<file path="config.mk">
export PLATFORM = sky130hd
export DESIGN_NAME = serial_subtractor
export DESIGN_NICKNAME = d
export VERILOG_FILES = /design/src/rtl/addsub_pkg.sv /design/src/rtl/fullsubtractor.sv /design/src/rtl/serial_subtractor.sv
export SDC_FILE = /design/constraint.sdc
export NUM_CORES = 1
export LEC_CHECK = 0
export ABC_AREA = 0
export CAP_MARGIN = 20
export CELL_PAD_IN_SITES_DETAIL_PLACEMENT = 1
export CELL_PAD_IN_SITES_GLOBAL_PLACEMENT = 1
export CORE_MARGIN = 8
export CORE_UTILIZATION = 38
export CTS_CLUSTER_DIAMETER = 30
export CTS_CLUSTER_SIZE = 25
export DETAILED_ROUTE_END_ITERATION = 7
export HOLD_SLACK_MARGIN = 0.12
export PLACE_DENSITY_LB_ADDON = 0.08
export SYNTH_ARGS = -nofsm -noshare
export SYNTH_HDL_FRONTEND = slang
export SYNTH_SLANG_ARGS = --single-unit
export TNS_END_PERCENT = 5
</file>
<file path="constraint.sdc">
create_clock -name clk -period 1.87 [get_ports clk]
set_clock_uncertainty 0.15 [all_clocks]
set_input_delay 0.187 -clock clk [delete_from_list [all_inputs] [get_ports clk]]
set_output_delay 0.187 -clock clk [all_outputs]
set_load 0.005 [all_outputs]
</file>
<file path="src/rtl/addsub_pkg.sv">
// Shared definitions for the adder/subtractor datapaths: FSM states and default width.
package addsub_pkg;

    localparam int DEFAULT_WIDTH = 8;

    typedef enum logic [1:0] {
        IDLE = 2'd0,
        RUN  = 2'd1,
        DONE = 2'd2
    } state_e;

endpackage

</file>
<file path="src/rtl/fullsubtractor.sv">
// One-bit full subtractor cell built from gate primitives.
module fullsubtractor (
    input  logic A,
    input  logic B,
    input  logic Bin,
    output logic Diff,
    output logic Bout
);

    wire axb, na, nx, t1, t2;

    xor g_x1 (axb, A, B);
    xor g_x2 (Diff, axb, Bin);
    not g_n1 (na, A);
    and g_a1 (t1, na, B);
    not g_n2 (nx, axb);
    and g_a2 (t2, nx, Bin);
    or  g_o1 (Bout, t1, t2);

endmodule

</file>
<file path="src/rtl/serial_subtractor.sv">
// Bit-serial LSB-first a - b using a single full-subtractor cell and a borrow flop.
module serial_subtractor
    import addsub_pkg::*;
#(
    parameter int WIDTH = DEFAULT_WIDTH
) (
    input  logic             clk,
    input  logic             rst_n,
    input  logic             start,
    input  logic [WIDTH-1:0] a,
    input  logic [WIDTH-1:0] b,
    output logic             busy,
    output logic             done,
    output logic [WIDTH-1:0] diff,
    output logic             borrow_out,
    output logic             zero,
    output logic             ovf
);

    localparam int CW = (WIDTH > 1) ? $clog2(WIDTH) : 1;
    localparam logic [CW-1:0] LAST = CW'(WIDTH - 1);

    state_e           state_q, state_d;
    logic [CW-1:0]    cnt_q, cnt_d;
    logic [WIDTH-1:0] a_sh_q, a_sh_d, b_sh_q, b_sh_d, res_q, res_d;
    logic             borrow_q, borrow_d;
    logic             a_msb_q, a_msb_d, b_msb_q, b_msb_d;
    logic [WIDTH-1:0] diff_q, diff_d;
    logic             bout_q, bout_d, zero_q, zero_d, ovf_q, ovf_d;

    logic             cell_diff, cell_bout;
    logic [WIDTH-1:0] res_shift;

    fullsubtractor u_fs (
        .A    (a_sh_q[0]),
        .B    (b_sh_q[0]),
        .Bin  (borrow_q),
        .Diff (cell_diff),
        .Bout (cell_bout)
    );

    // Result bits enter at the MSB so the LSB-first stream lands in place after WIDTH shifts.
    assign res_shift = {cell_diff, res_q[WIDTH-1:1]};

    // Next-state logic: operand load on accept, one bit per RUN cycle, results latched on the last bit.
    always_comb begin
        state_d  = state_q;
        cnt_d    = cnt_q;
        a_sh_d   = a_sh_q;
        b_sh_d   = b_sh_q;
        res_d    = res_q;
        borrow_d = borrow_q;
        a_msb_d  = a_msb_q;
        b_msb_d  = b_msb_q;
        diff_d   = diff_q;
        bout_d   = bout_q;
        zero_d   = zero_q;
        ovf_d    = ovf_q;
        case (state_q)
            IDLE, DONE: begin
                if (start) begin
                    a_sh_d   = a;
                    b_sh_d   = b;
                    a_msb_d  = a[WIDTH-1];
                    b_msb_d  = b[WIDTH-1];
                    res_d    = '0;
                    borrow_d = 1'b0;
                    cnt_d    = '0;
                    state_d  = RUN;
                end else if (state_q == DONE) begin
                    state_d = IDLE;
                end
            end
            RUN: begin
                a_sh_d   = a_sh_q >> 1;
                b_sh_d   = b_sh_q >> 1;
                res_d    = res_shift;
                borrow_d = cell_bout;
                cnt_d    = cnt_q + 1'b1;
                if (cnt_q == LAST) begin
                    state_d = DONE;
                    diff_d  = res_shift;
                    bout_d  = cell_bout;
                    zero_d  = (res_shift == '0);
                    // Overflow only possible when operand signs differ; uses captured MSBs.
                    ovf_d   = (a_msb_q ^ b_msb_q) & (cell_diff ^ a_msb_q);
                end
            end
            default: state_d = IDLE;
        endcase
    end

    // State and datapath registers with synchronous active-low reset.
    always_ff @(posedge clk) begin
        if (!rst_n) begin
            state_q  <= IDLE;
            cnt_q    <= '0;
            a_sh_q   <= '0;
            b_sh_q   <= '0;
            res_q    <= '0;
            borrow_q <= 1'b0;
            a_msb_q  <= 1'b0;
            b_msb_q  <= 1'b0;
            diff_q   <= '0;
            bout_q   <= 1'b0;
            zero_q   <= 1'b1;
            ovf_q    <= 1'b0;
        end else begin
            state_q  <= state_d;
            cnt_q    <= cnt_d;
            a_sh_q   <= a_sh_d;
            b_sh_q   <= b_sh_d;
            res_q    <= res_d;
            borrow_q <= borrow_d;
            a_msb_q  <= a_msb_d;
            b_msb_q  <= b_msb_d;
            diff_q   <= diff_d;
            bout_q   <= bout_d;
            zero_q   <= zero_d;
            ovf_q    <= ovf_d;
        end
    end

    assign busy       = (state_q == RUN);
    assign done       = (state_q == DONE);
    assign diff       = diff_q;
    assign borrow_out = bout_q;
    assign zero       = zero_q;
    assign ovf        = ovf_q;

endmodule

</file>
# Yosys cells after proc, flatten, opt, wreduce, memory -nomap -nowiden
# Cells that the tools add are included.
# totals
reg_bits	43
out_inout_bits	13
word_cells	51
# op_classes
n_addsub	1
n_eq_ne	6
n_mux	14
bitwise_logic	10
n_reduce_logical	8
# ops
op	count
case mux 8 bit (2 select lines)	3
two-way mux 8 bit	3
zero test 8 bit	1
AND reduction 2 bit	4
two-way mux 2 bit	3
case mux 3 bit (2 select lines)	1
case mux 2 bit (2 select lines)	1
XOR 1 bit	4
adder 3 x 1 -> 3 bit, second input constant	1
AND 1 bit	3
equality test 3 bit, second input constant	1
two-way mux 3 bit	1
!= test 3 bit, second input constant	1
equality test 2 x 1 -> 1 bit, second input constant	1
equality test 2 bit, second input constant	1
zero test 2 bit	1
!= test 2 x 1 -> 1 bit, second input constant	1
!= test 2 bit, second input constant	1
NOT 1 bit	2
case mux 1 bit (2 select lines)	1
nonzero test 2 bit	1
OR reduction 2 bit	1
two-way mux 1 bit	1
bitwise OR 1 bit	1

# Longest topological paths before layout
# depth
ltp_word	5
mapped_depth	7
ltp_nobuf	5

# Hierarchy
# From an unflattened synthesis, not the netlist that was laid out.
# unflattened
hier_cells	211
hier_area_um2	1804.2
# by_module_without_submodules
module	instances	cells_per_inst	area_per_inst_um2
serial_subtractor	1	207	1773.0
fullsubtractor	1	4	31.3

# Worst setup path after synthesis
# Ideal clock, no wire load.
# synth_path
kind	reg2reg
startpoint	register a_sh_q[0]
endpoint	register ovf_q, in the netlist ovf
setup_ps	74
arrival_ps	1443
required_ps	1646
slack_ps	203
path_stages_with_launch	5
n_path_buf	0
path_cell_list	dfxtp_1 > inv_1 > fa_1 > or3b_2 > a31oi_1
# synth_between
elab_chain_len	4
# synth_rtl
item	line	text
start, declared	serial_subtractor.sv:25	logic [WIDTH-1:0] a_sh_q, a_sh_d, b_sh_q, b_sh_d, res_q, res_d;
start signal, assigned	serial_subtractor.sv:111	a_sh_q <= a_sh_d;
XOR 1 bit	fullsubtractor.sv:12	xor g_x1 (axb, A, B);
XOR 1 bit	fullsubtractor.sv:13	xor g_x2 (Diff, axb, Bin);
XOR 1 bit	serial_subtractor.sv:86	ovf_d = (a_msb_q ^ b_msb_q) & (cell_diff ^ a_msb_q);
AND 1 bit	serial_subtractor.sv:86	
end signal, assigned	serial_subtractor.sv:120	ovf_q <= ovf_d;
end, declared	serial_subtractor.sv:29	logic bout_q, bout_d, zero_q, zero_d, ovf_q, ovf_d;
# No other way between the ends.
# A chain may end at the register's enable or synchronous reset.

# Final worst setup path
# Same ends and word-level chain as after synthesis.

==> results.toml <==
[synthesis]
ys_ff_latch = 42
synth-main-ff-cell = "dfxtp_1"
ys_top_cells_by_count = "58 x nand2_1, 42 x dfxtp_1, 15 x a21boi_1, 15 x a31oi_1"
synth_most_common_cell = "nand2_1"
syn_area_per_cell_um2 = 8.453
synth_fp_nets = 232
netlist.area_leader.share_pct = 47.59
postSynthCellCount = 209
synth_area_um2 = 1767
seq_area_frac_synth_pct = 47.59
yosysUniqueCellTypes = 28
synth.largest_area_cell = "dfxtp_1"
yosys_warnings = 0
synth_edf_count = 0
async_flop_share_pct = 0
yosys-top-cells-area = "dfxtp_1 48%, nand2_1 12%, a21boi_1 6.4%"

[outcome]
run_status = "complete, no violations"

[detailed_routing]
drt_iter0_markers = 71
drtPass1Iterations = 4
drc_errors = 0
wl_mm = 4.408
ant_nets = 0
vias = 1518
wl_per_cell_um = 15.15
via_per_inst = 5.216

[cts]
clk_latency_ns = 0.29
clk_path_buf_depth = 2
cts.sinks = 42
cts_root_buf = "clkbuf_8"
path_clk_slew_ns = 0.08
numCtsBuffers = 5
h-tree-depth = 2
cts_tree = "done"

[power]
swShare_pct = 25.22
p_comb_share_pct = 12.9
irDropWorstVdd_mv = 0.3383
intPower_mw = 1.301
p_leak_nw = 0.8061
p_clk_share_pct = 31.7
net-switching-power_uw = 439.0
p_per_area_nw_per_um2 = 793.9
finalPower_mw = 1.740
seqPwrFrac_pct = 55.3

[place]
dp_hpwl_mm = 3.056
gp_congestion = 0.7315
io_buffer_count = 31

[timing]
fmax_mhz = 563.2
max_slew.worst_pin.slew_ns = 0.4841
slew_violations = 0
hold_viol = 0
rsz0062_at_grt = "false"
period_minus_slack_ns = 1.775
fin_setup_tns_ns = 0
slew_headroom_pct = 67.73
setup_violations = 0
post-route-period-util_pct = 94.94

[critical_path]
critPathKind = "reg2reg"
r2r_start = "a_sh_q[0]$_SDFFE_PN0P_"
cp.arrival_ns = 1.85
reg2reg_slack_ns = 0.09
worstSetupEndpointType = "flop"
startpoint = "a_sh_q[0]$_SDFFE_PN0P_"
crit_fanout = 3
startpoint_type = "flop"
ff2ff_path_depth = 4
worstPathRequired_ns = 1.94

[cells_and_area]
syn_to_final_growth_pct = 24.08
drive_gt1_share_pct = 5.907
nNetsFinal = 260
diodes = 0

[global_route]
grt_pass1_wl_mm = 7.465
antenna_found_initial = 0
track_usage_pct = 12.82
first_global_vias = 1620
grt-ovfl-total = 0
grt_start_max_net_pins = 45

[floorplan]
start_util_pct = 38.42
die_width_um = 84.19
core-area_um2 = 4598
die_area_um2 = 7087
io_pins = 32
die-height_um = 84.19
rows = 25

[min_path]
whs_path_depth = 2
min_path_type = "reg2reg"
min-delay-start = "diff[6]$_SDFFE_PN0P_"

[run]
max-cap-violations = 0
cell usage in the layout, fill, tap and decap left out, types with 2 or more instances in the layout:
cell             count
nand2_1             58
dfxtp_1             41
clkdlybuf4s50_1     31
a21boi_1            15
a31oi_1             15
nand3_1             12
o21ai_0             12
a21boi_0             5
clkbuf_8             5
o21ai_1              4
buf_4                4
inv_1                3
nor2_1               3
o21a_1               3
nand2b_1             2
nor2b_1              2
and3_1               2
nand3b_1             2
nor4_1               2
and2_1               2
fa_1                 2
ha_1                 2
clkbuf_1             2
buf_12               2
critical path, cell delays in order (launching register included):
cell	delay [ns]
dfxtp_1	0.39
inv_1	0.07
fa_1	0.47
or3b_2	0.46
a31oi_1	0.17
kinds of logic (layout without fill, tap and decap cells):
| group | count (synthesis) | after routing | synth area share, % |
|---|---|---|---|
| buf+inv | 20 | 48 | 6.515 |
| flops | 42 | 42 | 47.59 |
| fa+ha+maj | 4 | 4 | 3.683 |
| compound gates | 55 | 55 | 20.18 |
| simple gates | 88 | 88 | 22.02 |
registers in the layout, indices dropped and copies added (netlist names):
signal	count
a_sh_q	8
b_sh_q	8
diff	8
res_q	7
cnt_q	3
state_q	2
a_msb_q	1
b_msb_q	1
borrow_out	1
borrow_q	1
ovf	1
zero	1
power groups by stage:
stage               Combinational (mW)  Sequential (mW)  Clock, mW
detailed placement               0.227            0.983          0
global placement                 0.220            0.980          0
finish                           0.225            0.963      0.552
floorplan                        0.144            0.975          0
CTS                              0.228            0.962      0.575
global route                     0.250            0.969      0.607
per-stage QoR:
step / util, % / hold slack [ns] / worst slack (ns) / cell area, um^2 / instances
after global placement: 45.99 / 0.2945 / 0.1735 / 2115 / 284
after detailed placement: 45.99 / 0.3018 / 0.09635 / 2115 / 284
after CTS: 47.65 / 0.3013 / 0.05677 / 2191 / 291
final: 47.67 / 0.3082 / 0.09458 / 2192 / 291
after floorplan: - / 0.1753 / 0.2026 / 1767 / 209
after global routing: 47.67 / 0.3187 / 0.01878 / 2192 / 291
area by class of cell:
cell class	instances	area, um^2
Clock buffer	7	76.32
Fill cell	551	2406
Inverter	4	15.01
Multi-Input combinational cell	147	810.8
Sequential cell	42	842.1
Tap cell	54	67.56
Timing Repair Buffer	37	380.4
timing repair:
item | in CTS | in global routing
gates resized for setup | 0 | 1
setup buffers | 0 | 0
endpoints found under the setup margin | 0 | 1
hold buffers | 0 | 0
metal layers:
layer,wire (um),up-vias,GRT usage (%)
li1,-,760,-
met2,2205,30,22.91
met1,1946,721,13.53
met5,0,-,0
met4,74,0,5.651
met3,182,7,3.679
path summary, 6_finish.rpt:
check	endpoint
worst max-delay path	ovf$_SDFFE_PN0P_
worst max register to register	ovf$_SDFFE_PN0P_
worst min-delay path	diff[6]$_SDFFE_PN0P_
worst min register to register	diff[6]$_SDFFE_PN0P_
No activity file was read; power rests on OpenSTA's default activity.
==> variant 1, RTL diff (config.mk and constraints unchanged) <==
Encoding of `state_e`: now one-hot (3 bits for 3 states).
--- a/src/rtl/addsub_pkg.sv
+++ b/src/rtl/addsub_pkg.sv
@@ -3,10 +3,10 @@
 
     localparam int DEFAULT_WIDTH = 8;
 
-    typedef enum logic [1:0] {
-        IDLE = 2'd0,
-        RUN  = 2'd1,
-        DONE = 2'd2
+    typedef enum logic [2:0] {
+        IDLE = 3'b001,
+        RUN  = 3'b010,
+        DONE = 3'b100
     } state_e;
 
 endpackage
Check against the original RTL: same outputs for any inputs over 10 cycles, from zero or initial values and one cycle with rst_n low; not proved beyond that.
==> variant 1 against the unedited design <==
Area after synthesis increased by 7.0%. Sequential cell count increased by 1. Via count increased by 11%. Global-route usage increased by 1.5 points. Utilization increased by 3.3 points. Die area increased by 5.7%. Sequential share of layout area decreased by 2.8 points. Sequential power increased by 2%. Worst setup slack improved by 18 ps. Cell area increased by 11%. Largest power group unchanged. Total power increased by 12%. Wire length increased by 14%.
==> variant 1: results (changes against the unedited design) <==
Placed design
  – GP Congestion: 0.712 (was 0.732)

Detailed routing
  – DRT iter0 DRCs: 163 (was 71)
  – DR vias: 1,690 (was 1,518)
  – DRT Wirelength: 5.04 mm (was 4.41 mm)

Logic synthesis
  – Post-synth net total: 235 (was 232)
  – Dominant cells by area after synthesis: dfxtp_1 46%, nand2_1 12%, o41ai_1 6.5% (was dfxtp_1 48%, nand2_1 12%, a21boi_1 6.4%)
  – Synth Area per Inst: 8.92 um^2 (was 8.45 um^2)
  – Post-synth ARST share: 0 (unchanged)
  – Dominant synthesized flop cell: dfxtp_1 (unchanged)
  – Post-synth top cells: 58 x nand2_1, 43 x dfxtp_1, 14 x a31oi_1, 14 x o41ai_1, 9 x nand3_1 (was 58 x nand2_1, 42 x dfxtp_1, 15 x a21boi_1, 15 x a31oi_1)
  – Seq/Total Area, Yosys: 0.455 (was 0.476)

Status
  – Status: finished clean (unchanged)

Layout
  – Nets: 266 (was 260)
  – Share of cells above drive strength 1: 0.115 (was 0.0591)
  – Non-Filler Instances: 311 (was 291)
  – FILL cells: 559 (was 551)

Setup path
  – Reg2Reg Depth: 4 (unchanged)
  – R2R Path Start: b_sh_q[0] (was a_sh_q[0])
  – CP delay by family, top: simple AND/OR/NAND/NOR gates (was adder cells)
  – R2r setup slk: 110 ps (was 90 ps)

Power
  – P_leak: 0.903 nW (was 0.806 nW)
  – Max VDD drop: 0.000356 V (was 0.000338 V)
  – Int Pwr: 1.47 mW (was 1.30 mW)

Clock network
  – CTS resizes: 4 (was 0)

Worst hold path
  – Hold worst-path end: diff[4] (was diff[6])
  – Worst Hold Launch: diff[4] (was diff[6])

Global routing
  – First-pass GRT wire length: 8.63 mm (was 7.47 mm)
  – Number of global-route vias before repair: 1,804 (was 1,620)
  – Overall fraction of global-route tracks in use: 0.143 (was 0.128)
  – Largest net degree at the start of global routing: 47 (was 45)

STA
  – Worst slew pin tran: 409 ps (was 484 ps)
## variant 1: changes by cell type in the layout (fill, tap and decap cells not counted), moves of 4 or more
cell | unedited run | this run
buf_4 | 4 | 9
o22ai_1 | 0 | 6
o21ai_0 | 12 | 6
o41ai_1 | 0 | 14
a21boi_1 | 15 | 3
o21ai_1 | 4 | 0
## variant 1: area by class of cell
class                   instances  share of cell area
clock inverters                 3              0.0181
clock buffers                   5              0.0284
well taps                      67              0.0346
repair buffers                 43               0.180
multi-input cells             146               0.372
inverters                       4              0.0114
flip-flops and latches         43               0.356
## variant 1: per-stage QoR
step	setup slack, ps	hold WS (ps)	cell area, um^2	power [mW]
2_1_floorplan	162	190	1890	1.13
3_3_place_gp	113	294	2310	1.22
3_5_place_dp	-0.987	300	2310	1.23
4_1_cts	105	299	2420	1.96
5_1_grt	39.7	313	2420	2.03
6_report	112	306	2420	1.94
## variant 1: how the worst max path moves through the flow
stage          startpoint  endpoint  slack [ps]  depth (start not counted)
2_1_floorplan   a_sh_q[0]       ovf         160                          5
3_3_place_gp        start   b_msb_q         110                          5
3_5_place_dp        start   a_msb_q          -1                          5
4_1_cts         b_sh_q[0]       ovf         100                          4
5_1_grt          cnt_q[0]   diff[5]          40                          5
6_report        b_sh_q[0]       ovf         110                          4
## variant 1: routing by layer
layer  up-vias  GRT usage  share of wire  wire length (um)
met5         -          0              0                 0
met4         0     0.0376         0.0042                21
met3         2     0.0444          0.045               225
met2        27      0.238           0.49              2480
met1       833      0.173           0.46              2310
li1        828          -              -                 -
## variant 1: logic make-up (layout without fill, tap and decap cells)
| group | Yosys count | count (layout) | synth area share |
|---|---|---|---|
| flops | 43 | 43 | 0.455 |
| simple gates | 86 | 86 | 0.223 |
| buf+inv | 23 | 55 | 0.0761 |
| compound gates | 56 | 56 | 0.211 |
| fa+ha+maj | 4 | 4 | 0.0344 |
## variant 1: power by group through the flow
stage | logic (mW) | registers [mW] | clock network, mW
after floorplan | 0.136 | 0.998 | 0
after global placement | 0.222 | 1.00 | 0
after detailed placement | 0.233 | 1.00 | 0
after CTS | 0.235 | 0.982 | 0.745
after global routing | 0.255 | 0.988 | 0.787
final | 0.232 | 0.982 | 0.727
## variant 1: worst reg2reg max path, stage by stage, from the launching register on
cell and delay, ps:
dfxtp_1 400, fa_1 470, or3b_2 460, nand3_1 90, o211a_1 140
==> variant 2, RTL diff (same settings) <==
Made on the original files. Set the package constant `DEFAULT_WIDTH` to 32 (it was 8).
--- a/src/rtl/addsub_pkg.sv
+++ b/src/rtl/addsub_pkg.sv
@@ -1,7 +1,7 @@
 // Shared definitions for the adder/subtractor datapaths: FSM states and default width.
 package addsub_pkg;
 
-    localparam int DEFAULT_WIDTH = 8;
+    localparam int DEFAULT_WIDTH = 32;
 
     typedef enum logic [1:0] {
         IDLE = 2'd0,
Ports: changed (resized a, b and diff); port bits go from 32 to 104. The function was not compared with the original's and may differ.
==> variant 2 against the unedited design <==
Total power grew to 4.1 times the old value. Synthesized cell count grew to 3.0 times the old value. Die area rose to 2.7 times the old value. Wire length grew to 3.3 times the old value. Critical path depth shrank 2. Worst setup slack worse by 23 ps. Largest cell class unchanged. Hold slack lost 94 ps. Area after synthesis grew to 3.2 times the old value. Maximum frequency shrank 1.3%. Sequential cell count increased by 98. Critical path type is now reg -> out. Cell area increased to 3.4 times the old value.
==> variant 2: results (changes against the unedited design) <==
Setup path
  – R2R Path Start: cnt_q[1] (was a_sh_q[0])
  – Setup crit start: state_q[0] (was a_sh_q[0])
  – Max FO, Critical Path: 4 (was 3)
  – Reg2Reg Depth: 8 (was 4)
  – CP Data Arrival Time: 1460 ps (was 1850 ps)
  – RR Endpoint: diff[0] (was ovf)
  – Worst setup path end: done (was ovf)

Placed design
  – Pre-CTS WS: -66.6 ps (was 96.3 ps)
  – Placed cell count: 886 (was 284)
  – PortBufs: 103 (was 31)
  – GP Congestion: 0.758 (was 0.732)

Global routing
  – Number of global-route vias before repair: 4,866 (was 1,620)
  – Overflow after GRT: 0 (unchanged)
  – Met2 Use GR: 0.272 (was 0.229)
  – First-pass GRT wire length: 23.7 mm (was 7.47 mm)
  – Largest net degree at the start of global routing: 47 (was 45)
  – Met3 Use GR: 0.0424 (was 0.0368)
  – Overall fraction of global-route tracks in use: 0.155 (was 0.128)
  – M1 GR Usage: 0.177 (was 0.135)

Logic synthesis
  – Post-synth ARST share: 0 (unchanged)
  – Post-Synth Adder-Cell Area: 0.00798 (was 0.0368)
  – Post-synthesis compound-gate area fraction: 0.269 (was 0.202)
  – Post-synth net total: 699 (was 232)
  – Synth Area per Inst: 8.98 um^2 (was 8.45 um^2)
  – Seq/Total Area, Yosys: 0.496 (was 0.476)
  – Dominant cells by area after synthesis: dfxtp_1 50%, nand2_1 13%, a21boi_0 10% (was dfxtp_1 48%, nand2_1 12%, a21boi_1 6.4%)
  – Synth cell types: 33 (was 28)

Detailed routing
  – DR vias: 4,703 (was 1,518)
  – Routed wl met3: 639 um (was 182 um)
  – DRT iter0 DRCs: 229 (was 71)
  – DRT Wirelength: 14.7 mm (was 4.41 mm)
  – M1 WL: 6.44 mm (was 1.95 mm)
  – Met2 Wirelength: 7.38 mm (was 2.21 mm)

Worst hold path
  – Hold Path Depth: 3 (was 2)
  – Worst Hold Launch: a[31] (was diff[6])
  – Hold worst-path end: a_msb_q (was diff[6])
  – HP Class: in -> reg (was reg -> reg)

Clock network
  – Clk Latency, worst-skew pair: 410 ps (was 290 ps)
  – H-tree levels: 4 (was 2)
  – Clk slew on worst S/H paths: 50 ps (was 80 ps)
  – CTS root buf: clkbuf_16 (was clkbuf_8)
  – CTS buffer count: 17 (was 5)

Layout
  – Share of cells above drive strength 1: 0.0870 (was 0.0591)
  – FILL cells: 1,677 (was 551)
  – Nets: 793 (was 260)
  – Non-Filler Instances: 920 (was 291)

Power
  – P_leak: 2.65 nW (was 0.806 nW)
  – Max VDD drop: 0.000534 V (was 0.000338 V)

STA
  – Final Hold Slack: 214 ps (was 308 ps)
  – Tmin final: 1800 ps (was 1780 ps)
  – Max_slew headroom: 0.721 (was 0.677)

Status
  – Status: finished clean (unchanged)
-- variant 2: cell type report --
cell class	instances	area, um^2	area share
repair buffers	125	1290	0.172
well taps	184	230	0.0307
multi-input cells	436	2570	0.342
clock inverters	12	146	0.0195
clock buffers	20	447	0.0595
inverters	3	18.8	0.00250
flip-flops and latches	140	2810	0.374
-- variant 2: worst max-delay path, cell delays in order (launching register included) --
cell,delay [ps]
dfxtp_4,360
and2b_1,200
clkdlybuf4s50_1,500
-- variant 2: report_power, final --
group	leakage (nW)	switching [mW]	internal, mW
Clock	0.286	1.25	2.12
Combinational	1.22	0.330	0.316
Sequential	1.14	0.0603	3.09
-- variant 2: metrics by stage --
step	cell area (um^2)	utilization
final	7500	0.516
after global routing	7500	0.516
after CTS	7450	0.512
after detailed placement	6830	0.470
after global placement	6830	0.470
after floorplan	5650	-
-- variant 2: timing repair --
action	in CTS	in global routing
cloned	0	1
hold buffers	1	0
resized for setup	6	9
hold endpoints to repair	41	0
buffers inserted	0	0
setup endpoints to repair	27	26
pin swaps	0	2
